## config.mk

```make
export PLATFORM = sky130hd
export DESIGN_NAME = cordic_arbiter
export DESIGN_NICKNAME = d
export VERILOG_FILES = /design/src/rtl/cordic_pkg.sv /design/src/rtl/cordic_rr_arb.sv /design/src/rtl/cordic_arbiter.sv
export SDC_FILE = /design/constraint.sdc
export NUM_CORES = 1
export LEC_CHECK = 0
export ABC_AREA = 1
export BUFFER_PORTS_ARGS = -buffer_cell sky130_fd_sc_hd__buf_2
export CAP_MARGIN = 20
export CORE_MARGIN = 10
export CORE_UTILIZATION = 40
export DETAILED_ROUTE_END_ITERATION = 8
export PLACE_DENSITY = 0.83
export SLEW_MARGIN = 25
export SYNTH_ARGS = -nofsm -noshare
export SYNTH_HDL_FRONTEND = slang
export SYNTH_SLANG_ARGS = --single-unit
```

## constraint.sdc

```tcl
create_clock -name clk -period 4.32 [get_ports clk]
set_input_delay 0.648 -clock clk [delete_from_list [all_inputs] [get_ports clk]]
set_output_delay 0.648 -clock clk [all_outputs]
set_load 0.005 [all_outputs]
```

## src/rtl/cordic_pkg.sv

```systemverilog
// cordic_pkg: shared CORDIC operand types, gain constant and default latency
package cordic_pkg;
  localparam int CORDIC_DW = 10;
  typedef logic signed [CORDIC_DW-1:0] dw_t;
  typedef logic signed [CORDIC_DW-1:0] aw_t;
  // 1/K gain compensation in Q1.9 (0.60725)
  localparam dw_t CORDIC_LAMBDA = 10'sd311;
  function automatic int lat(input int iter);
    return iter + 1;
  endfunction
endpackage

```

## src/rtl/cordic_rr_arb.sv

```systemverilog
// cordic_rr_arb: N-way round-robin grant; CORDIC_ARB_FIXED_PRIO_EN selects fixed priority (lowest index)
module cordic_rr_arb #(
  parameter int N = 4,
  parameter int IW = $clog2(N)
) (
  input  logic          clk,
  input  logic          rst,
  input  logic          adv,
  input  logic [N-1:0]  valid,
  output logic [N-1:0]  gnt,
  output logic [IW-1:0] idx,
  output logic          any
);
  logic [IW-1:0] ptr;
`ifdef CORDIC_ARB_FIXED_PRIO_EN
  assign ptr = '0;
`else
  always_ff @(posedge clk)
    if (rst) ptr <= '0;
    else if (adv && any) ptr <= IW'((int'(idx) + 1) % N);
`endif
  always_comb begin
    any = 1'b0;
    idx = '0;
    for (int k = 0; k < N; k++)
      if (!any && valid[IW'((int'(ptr) + k) % N)]) begin
        any = 1'b1;
        idx = IW'((int'(ptr) + k) % N);
      end
    gnt = any ? N'(1) << idx : '0;
  end
endmodule

```

## src/rtl/cordic_arbiter.sv

```systemverilog
// cordic_arbiter: shares one pipelined CORDIC rotator among NREQ requesters with ID-tagged responses (CORDIC_ARB_FIXED_PRIO_EN: fixed priority)
module cordic_arbiter
  import cordic_pkg::*;
#(
  parameter int NREQ = 4,
  parameter int DW = 10,
  parameter int AW = DW,
  parameter int LAT = lat(DW),
  parameter int IDW = $clog2(NREQ)
) (
  input  logic               clk,
  input  logic               rst,
  input  logic [NREQ-1:0]    req_valid,
  output logic [NREQ-1:0]    req_ready,
  input  logic [NREQ*DW-1:0] req_x,
  input  logic [NREQ*DW-1:0] req_y,
  input  logic [NREQ*AW-1:0] req_a,
  output logic               cor_en,
  output logic [DW-1:0]      cor_xin,
  output logic [DW-1:0]      cor_yin,
  output logic [AW-1:0]      cor_ain,
  input  logic [DW-1:0]      cor_xout,
  input  logic [DW-1:0]      cor_yout,
  input  logic [AW-1:0]      cor_arem,
  output logic               rsp_valid,
  input  logic               rsp_ready,
  output logic [IDW-1:0]     rsp_id,
  output logic [DW-1:0]      rsp_x,
  output logic [DW-1:0]      rsp_y,
  output logic [AW-1:0]      rsp_a
);
  logic [NREQ-1:0] gnt;
  logic [IDW-1:0]  idx;
  logic            any;
  logic [LAT-1:0]  tv;
  logic [IDW-1:0]  tid [LAT];
  assign cor_en    = !rsp_valid || rsp_ready;
  assign req_ready = gnt & {NREQ{cor_en}};
  cordic_rr_arb #(.N(NREQ), .IW(IDW)) u_arb (
    .clk, .rst, .adv(cor_en), .valid(req_valid), .gnt, .idx, .any
  );
  assign cor_xin = any ? req_x[int'(idx)*DW +: DW] : '0;
  assign cor_yin = any ? req_y[int'(idx)*DW +: DW] : '0;
  assign cor_ain = any ? req_a[int'(idx)*AW +: AW] : '0;
  // tags move in lockstep with the rotator stages, bubbles included
  always_ff @(posedge clk)
    if (rst) tv <= '0;
    else if (cor_en) tv <= {tv[LAT-2:0], any};
  always_ff @(posedge clk)
    if (cor_en) begin
      tid[0] <= idx;
      for (int i = 1; i < LAT; i++) tid[i] <= tid[i-1];
    end
  assign rsp_valid = tv[LAT-1];
  assign rsp_id    = tid[LAT-1];
  assign rsp_x     = cor_xout;
  assign rsp_y     = cor_yout;
  assign rsp_a     = cor_arem;
endmodule

```

==> flow_metrics.env, run 1 <==
export IMPL_status="complete, no violations"
export IMPL_worst_pin_slew_ns=0.9673
export IMPL_min_period_over_period=0.9098
export IMPL_multi_input_area_sq_um=1618
export IMPL_end_kind="primary output"
export IMPL_htreeDepth=2
export IMPL_grt_pass1_wl_um=18060
export IMPL_start_kind="flip-flop"
export IMPL_whs_path_depth=0
export IMPL_fin_cells=695
export IMPL_synth_most_common_cell="nand2_1"
export IMPL_postCtsSetupBuffers=0
export IMPL_ant_nets=0
export IMPL_start_util=0.4156
export IMPL_cp_common_cell="nand2_1"
export IMPL_seqPwrFrac=0.170
export IMPL_port_buffers=164
export IMPL_pwr_density_cell_nw_per_um2=869.6
export IMPL_fillerInstances=773
export IMPL_grt_pass1_vias=3495
export IMPL_vias_per_cell=5.247
export IMPL_netlist_area_leader_share=0.2725
export IMPL_r2r_cells=11
export IMPL_dp_cells=686
export IMPL_required_ns=3.67
export IMPL_cts_hold_buf=0
export IMPL_synth_area_sq_um=3030
export IMPL_swShare=0.5392
export IMPL_place_hpwl_um=9191
export IMPL_clockRootBuffer="clkbuf_8"
export IMPL_pwr_share_comb=0.761
export IMPL_drc=0
export IMPL_first_pass_iters=6
export IMPL_yosysUniqueCellTypes=20
export IMPL_intPower_mw=1.476
export IMPL_seqCellArea_sq_um=920.9
export IMPL_fp_row_count=31
export IMPL_grt_use_total=0.1925
export IMPL_cts_tree="built"
export IMPL_clock_path_buffers=2
export IMPL_skew_ns=0.004259
export IMPL_cp_depth=12
export IMPL_clk_latency_ns=0.28
export IMPL_yosysWarnings=0
export IMPL_drive_above_1_share=0.3160
export IMPL_tns_ns=0
export IMPL_die_w_um=107.0
export IMPL_die_area_sq_um=11460
export IMPL_synth_top_cell_by_area="nand2_1"
export IMPL_syn_nets=641
export IMPL_switchingPower_mw=1.727
export IMPL_ys_seq_elements=35
export IMPL_cp_cell_sequence="inv_2, nand2_1, nand2_1, o21ai_1, nand3_4, nand3_2, buf_4, nand2_1, nand2_1, nand2_1, a21oi_1, buf_2"
export IMPL_critPathMaxStageDelay_ns=0.56
export IMPL_num_vias=3647
export IMPL_fin_crit_ns=3.930
export IMPL_cts_buffers=5
export IMPL_ys_seq_area_frac=0.3039
export IMPL_path_clk_slew_ns=0.06
export IMPL_cts_resized=0
export IMPL_ys_flop_type="edfxtp_1"
export IMPL_pin_count=225
export IMPL_place_congestion=0.9415
export IMPL_final_nets=751
export IMPL_grt_ovfl_total=0
export IMPL_core_area_sq_um=7292
export IMPL_syn_instance_count=484
export IMPL_relSlewSlack=0.3544
export IMPL_power_share_clock=0.069
export IMPL_worst_endpoint_arrival_ns=3.28
export IMPL_worstPathMaxFanout=65
export IMPL_final_setup_viol_count=0
export IMPL_grt_max_degree=66
export IMPL_leakage_nw=2.084
export IMPL_rsz0062_at_grt="no"
export IMPL_synth_common_cells="nand2_1, nand4_1, a21oi_1, buf_4, nor2_1"
export IMPL_cp_top_family="simple AND/OR/NAND/NOR gates"
export IMPL_routedWlPerCell_um=16.93
export IMPL_ir_drop_mv=0.4048
export IMPL_fp_dieH_um=107.0
export IMPL_drt_iter0_drc=301
export IMPL_clock_fmax_ghz=0.2544
export IMPL_avgSynthCellArea_sq_um=6.261
export IMPL_hold_viol_final=0
export IMPL_crit_type="reg2out"
export IMPL_path_buf_inv=3
export IMPL_synthTopCellsByArea="nand2_1, edfxtp_1, nand4_1"
export IMPL_ys_async_sr_fraction=0
export IMPL_synth_edff_count=22
export IMPL_antenna_found_initial=0
export IMPL_area_growth_pct=21.55
export IMPL_hp_class="reg2reg"
export IMPL_slew_viol_final=0
export IMPL_slowest_stage="dfxtp_1"
export IMPL_maxCapViolCount=0
export IMPL_cts_sinks=35
export IMPL_drt_total_wl_um=11770
## flip-flops by register name, summed over array words and instances (netlist names)
signal     cells
tv            11
u_arb.ptr      2
tid           22
## final timing paths
kind / slack [ns] / end / start
max: 0.39 / cor_yin[1] / u_arb.ptr[0]$_SDFFE_PP0P_
min: 0.42 / tid[2][0]$_DFFE_PP_ / tid[1][0]$_DFFE_PP_
max reg2reg: 1.55 / u_arb.ptr[1]$_SDFFE_PP0P_ / u_arb.ptr[0]$_SDFFE_PP0P_
min reg2reg: 0.42 / tid[2][0]$_DFFE_PP_ / tid[1][0]$_DFFE_PP_
## layout make-up
cell class / count / share of cell area
clock buffers: 7 / 0.02072
flip-flops and latches: 35 / 0.2500
repair buffers: 171 / 0.2371
clock inverters: 1 / 0.001359
inverters: 17 / 0.01732
diodes: 1 / 0.0006793
multi-input cells: 364 / 0.4392
well taps: 99 / 0.03363
## cell usage in the layout (no fill, tap or decap), types with 7 or more instances in the layout
cell | netlist | final
o21ai_0 | 12 | 12
nand4_1 | 61 | 61
nor2_1 | 25 | 25
buf_4 | 31 | 7
inv_1 | 12 | 12
buf_2 | 9 | 164
edfxtp_1 | 22 | 22
dfxtp_1 | 13 | 13
a21oi_1 | 32 | 32
nand2_1 | 220 | 220
## stage by stage
stage | worst slack [ns] | total power [mW] | area [sq um] | util | hold slack, ns
finish | 0.3896 | 3.203 | 3684 | 0.5051 | 0.4199
global route | 0.1256 | 3.557 | 3681 | 0.5048 | 0.4252
CTS | 0.4075 | 3.219 | 3681 | 0.5048 | 0.4191
detailed placement | 0.6106 | 2.980 | 3600 | 0.4937 | 0.4059
global placement | 0.6979 | 2.950 | 3600 | 0.4937 | 0.4029
floorplan | 1.809 | 2.268 | 3030 | - | 0.4003
## kinds of logic after synthesis
logic type	count (synthesis)	share of synthesized area
buffers and inverters	85	0.1623
flip-flops	35	0.3039
AO/OA/AOI/OAI	45	0.07432
AND/OR/NAND/NOR	319	0.4595
## power groups by stage
stage          registers [mW]  logic [mW]  clock network (mW)
2_1_floorplan           0.528        1.74                   0
3_5_place_dp            0.553        2.43                   0
6_report                0.546        2.44               0.221
4_1_cts                 0.548        2.44               0.227
5_1_grt                 0.559        2.76               0.243
3_3_place_gp            0.544        2.41                   0
## routing by layer
metal,vias to the layer above,share of wire,global-route usage
met2,208,0.46,0.2971
met1,1630,0.40,0.2302
met4,0,0.012,0.04352
met5,-,0,0
li1,1795,-,-
met3,14,0.13,0.1030
(Power assumes the default switching activity.)
==> run 2, diff against run 1 <==
--- a/config.mk
+++ b/config.mk
@@ -11,7 +11,7 @@
 export CORE_MARGIN = 10
 export CORE_UTILIZATION = 40
 export DETAILED_ROUTE_END_ITERATION = 8
-export PLACE_DENSITY = 0.83
+export PLACE_DENSITY_LB_ADDON = 0.08
 export SLEW_MARGIN = 25
 export SYNTH_ARGS = -nofsm -noshare
 export SYNTH_HDL_FRONTEND = slang
==> flow_metrics.env, run 2 (same netlist as run 1, synthesis figures left out) <==
export IMPL_end_kind="primary output"
export IMPL_fillerInstances=810
export IMPL_clk_latency_ns=0.29
export IMPL_drive_above_1_share=0.3205
export IMPL_worst_pin_slew_ns=0.6578
export IMPL_fp_dieH_um=107.0
export IMPL_die_w_um=107.0
export IMPL_hp_start="tid[6][0]$_DFFE_PP_"
export IMPL_cts_resized=0
export IMPL_core_area_sq_um=7292
export IMPL_start_util=0.4156
export IMPL_place_congestion=0.8534
export IMPL_start_kind="flip-flop"
export IMPL_num_vias=3561
export IMPL_pwr_density_cell_nw_per_um2=877.7
export IMPL_ir_drop_mv=0.4580
export IMPL_status="complete, no violations"
export IMPL_hp_class="reg2reg"
export IMPL_cp_top_family="buffers and inverters"
export IMPL_hold_viol_final=0
export IMPL_tns_ns=0
export IMPL_clock_fmax_ghz=0.2707
export IMPL_regToRegSetupSlack_ns=1.83
export IMPL_worst_endpoint_arrival_ns=3.05
export IMPL_design_area_sq_um=3732
export IMPL_port_buffers=164
export IMPL_dp_cells=687
export IMPL_cts_tree="built"
export IMPL_area_growth_pct=23.16
export IMPL_postCtsSetupBuffers=0
export IMPL_r2r_end="u_arb.ptr[1]$_SDFFE_PP0P_"
export IMPL_top_register="tid"
export IMPL_final_common_cell="nand2_1"
export IMPL_pin_count=225
export IMPL_path_clk_slew_ns=0.07
export IMPL_leakage_nw=2.110
export IMPL_final_setup_viol_count=0
export IMPL_n_antenna_cell=0
export IMPL_cts_buffers=5
export IMPL_cp_cell_sequence="inv_2, nand2_1, nand2_1, nand2_1, o21ai_1, nand3_4, buf_4, inv_1, buf_4, a21oi_1, buf_2"
export IMPL_routedWlPerCell_um=15.84
export IMPL_maxCapViolCount=0
export IMPL_reg_top3="tid x22, tv x11, u_arb.ptr x2"
export IMPL_skew_ns=0.009360
export IMPL_r2r_cells=12
export IMPL_path_buf_inv=5
export IMPL_grt_pass1_wl_um=17390
export IMPL_antenna_found_initial=0
export IMPL_cts_hold_buf=0
export IMPL_clockRootBuffer="clkbuf_8"
export IMPL_whs_path_depth=0
export IMPL_crit_start="u_arb.ptr[0]$_SDFFE_PP0P_"
export IMPL_fin_cells=695
export IMPL_slowest_stage="dfxtp_1"
export IMPL_vias_per_cell=5.124
export IMPL_final_cell_mix="nand2_1, buf_2, nand4_1"
export IMPL_whs_endpoint="tid[7][0]$_DFFE_PP_"
export IMPL_cp_common_cell="nand2_1"
export IMPL_rsz0062_at_grt="no"
export IMPL_place_hpwl_um=8334
export IMPL_cts_sinks=35
export IMPL_slew_viol_final=0
export IMPL_final_nets=752
export IMPL_placed_area_sq_um=3620
export IMPL_clock_path_buffers=2
export IMPL_worstPathMaxFanout=62
export IMPL_fin_crit_ns=3.694
export IMPL_first_pass_iters=5
export IMPL_largest_register_ffs=22
export IMPL_fp_row_count=31
export IMPL_die_area_sq_um=11460
export IMPL_ant_nets=0
export IMPL_drt_iter0_drc=181
export IMPL_min_period_over_period=0.8550
export IMPL_htreeDepth=2
export IMPL_drc=0
export IMPL_grt_max_degree=63
export IMPL_grt_pass1_vias=3636
export IMPL_relSlewSlack=0.5599
export IMPL_required_ns=3.67
export IMPL_drt_total_wl_um=11010
export IMPL_grt_ovfl_total=0
export IMPL_critPathMaxStageDelay_ns=0.55
export IMPL_crit_type="reg2out"
export IMPL_grt_use_total=0.1813
export IMPL_cp_depth=11
export IMPL_r2r_start="u_arb.ptr[0]$_SDFFE_PP0P_"
==> run 2: changes by cell type in the layout (fill, tap and decap cells not counted) <==
| cell | before | now |
|---|---|---|
| diode_2 | 1 | 0 |
| bufinv_16 | 0 | 1 |
| clkinv_4 | 0 | 1 |
| clkbuf_1 | 2 | 0 |
| buf_12 | 0 | 1 |
==> run 2: per-layer routing <==
metal,routed length [um],global-route usage,vias to the layer above
met5,0,0,-
met4,123,0.04255,0
li1,-,-,1792
met3,1239,0.07904,16
met1,4401,0.2115,1581
met2,5243,0.2989,172
==> run 2: worst max-delay path by stage <==
| stage | to |
|---|---|
| after floorplan | cor_ain[0] |
| after global placement | cor_yin[0] |
| after detailed placement | cor_ain[9] |
| after CTS | cor_ain[9] |
| after global routing | cor_ain[9] |
| final | cor_ain[9] |
==> run 2: cell type report <==
cell class	instances	area, sq um	share of cell area
Inverter	17	63.81	0.01710
Timing Repair Buffer	172	893.4	0.2394
Clock buffer	5	68.82	0.01844
Sequential cell	35	920.9	0.2467
Multi-Input combinational cell	364	1618	0.4335
Tap cell	99	123.9	0.03319
Clock inverter	3	43.79	0.01173
==> run 2: worst reg2reg max path: cells and delay by family, from the launching register on <==
kind | cells | cell delay [ns]
flip-flops | 1 | 0.55
buffers and inverters | 3 | 0.86
AND/OR/NAND/NOR | 8 | 0.89
AO/OA/AOI/OAI | 1 | 0.11
==> run 2: per-stage QoR <==
stage / total power, mW / setup slack, ns / utilization / hold slack [ns]
3_3_place_gp: 3.007 / 0.9731 / 0.4964 / 0.4037
5_1_grt: 3.662 / 0.3526 / 0.5118 / 0.4313
3_5_place_dp: 3.018 / 0.9146 / 0.4964 / 0.4045
2_1_floorplan: 2.268 / 1.809 / - / 0.4003
6_report: 3.276 / 0.6263 / 0.5118 / 0.4212
4_1_cts: 3.319 / 0.6234 / 0.5118 / 0.4217
==> run 2: power breakdown <==
group	internal [mW]	switching, mW	leakage [nW]	total, mW
clock	0.172	0.118	0.0581	0.289
combinational	0.897	1.55	1.70	2.44
sequential	0.498	0.0461	0.350	0.544
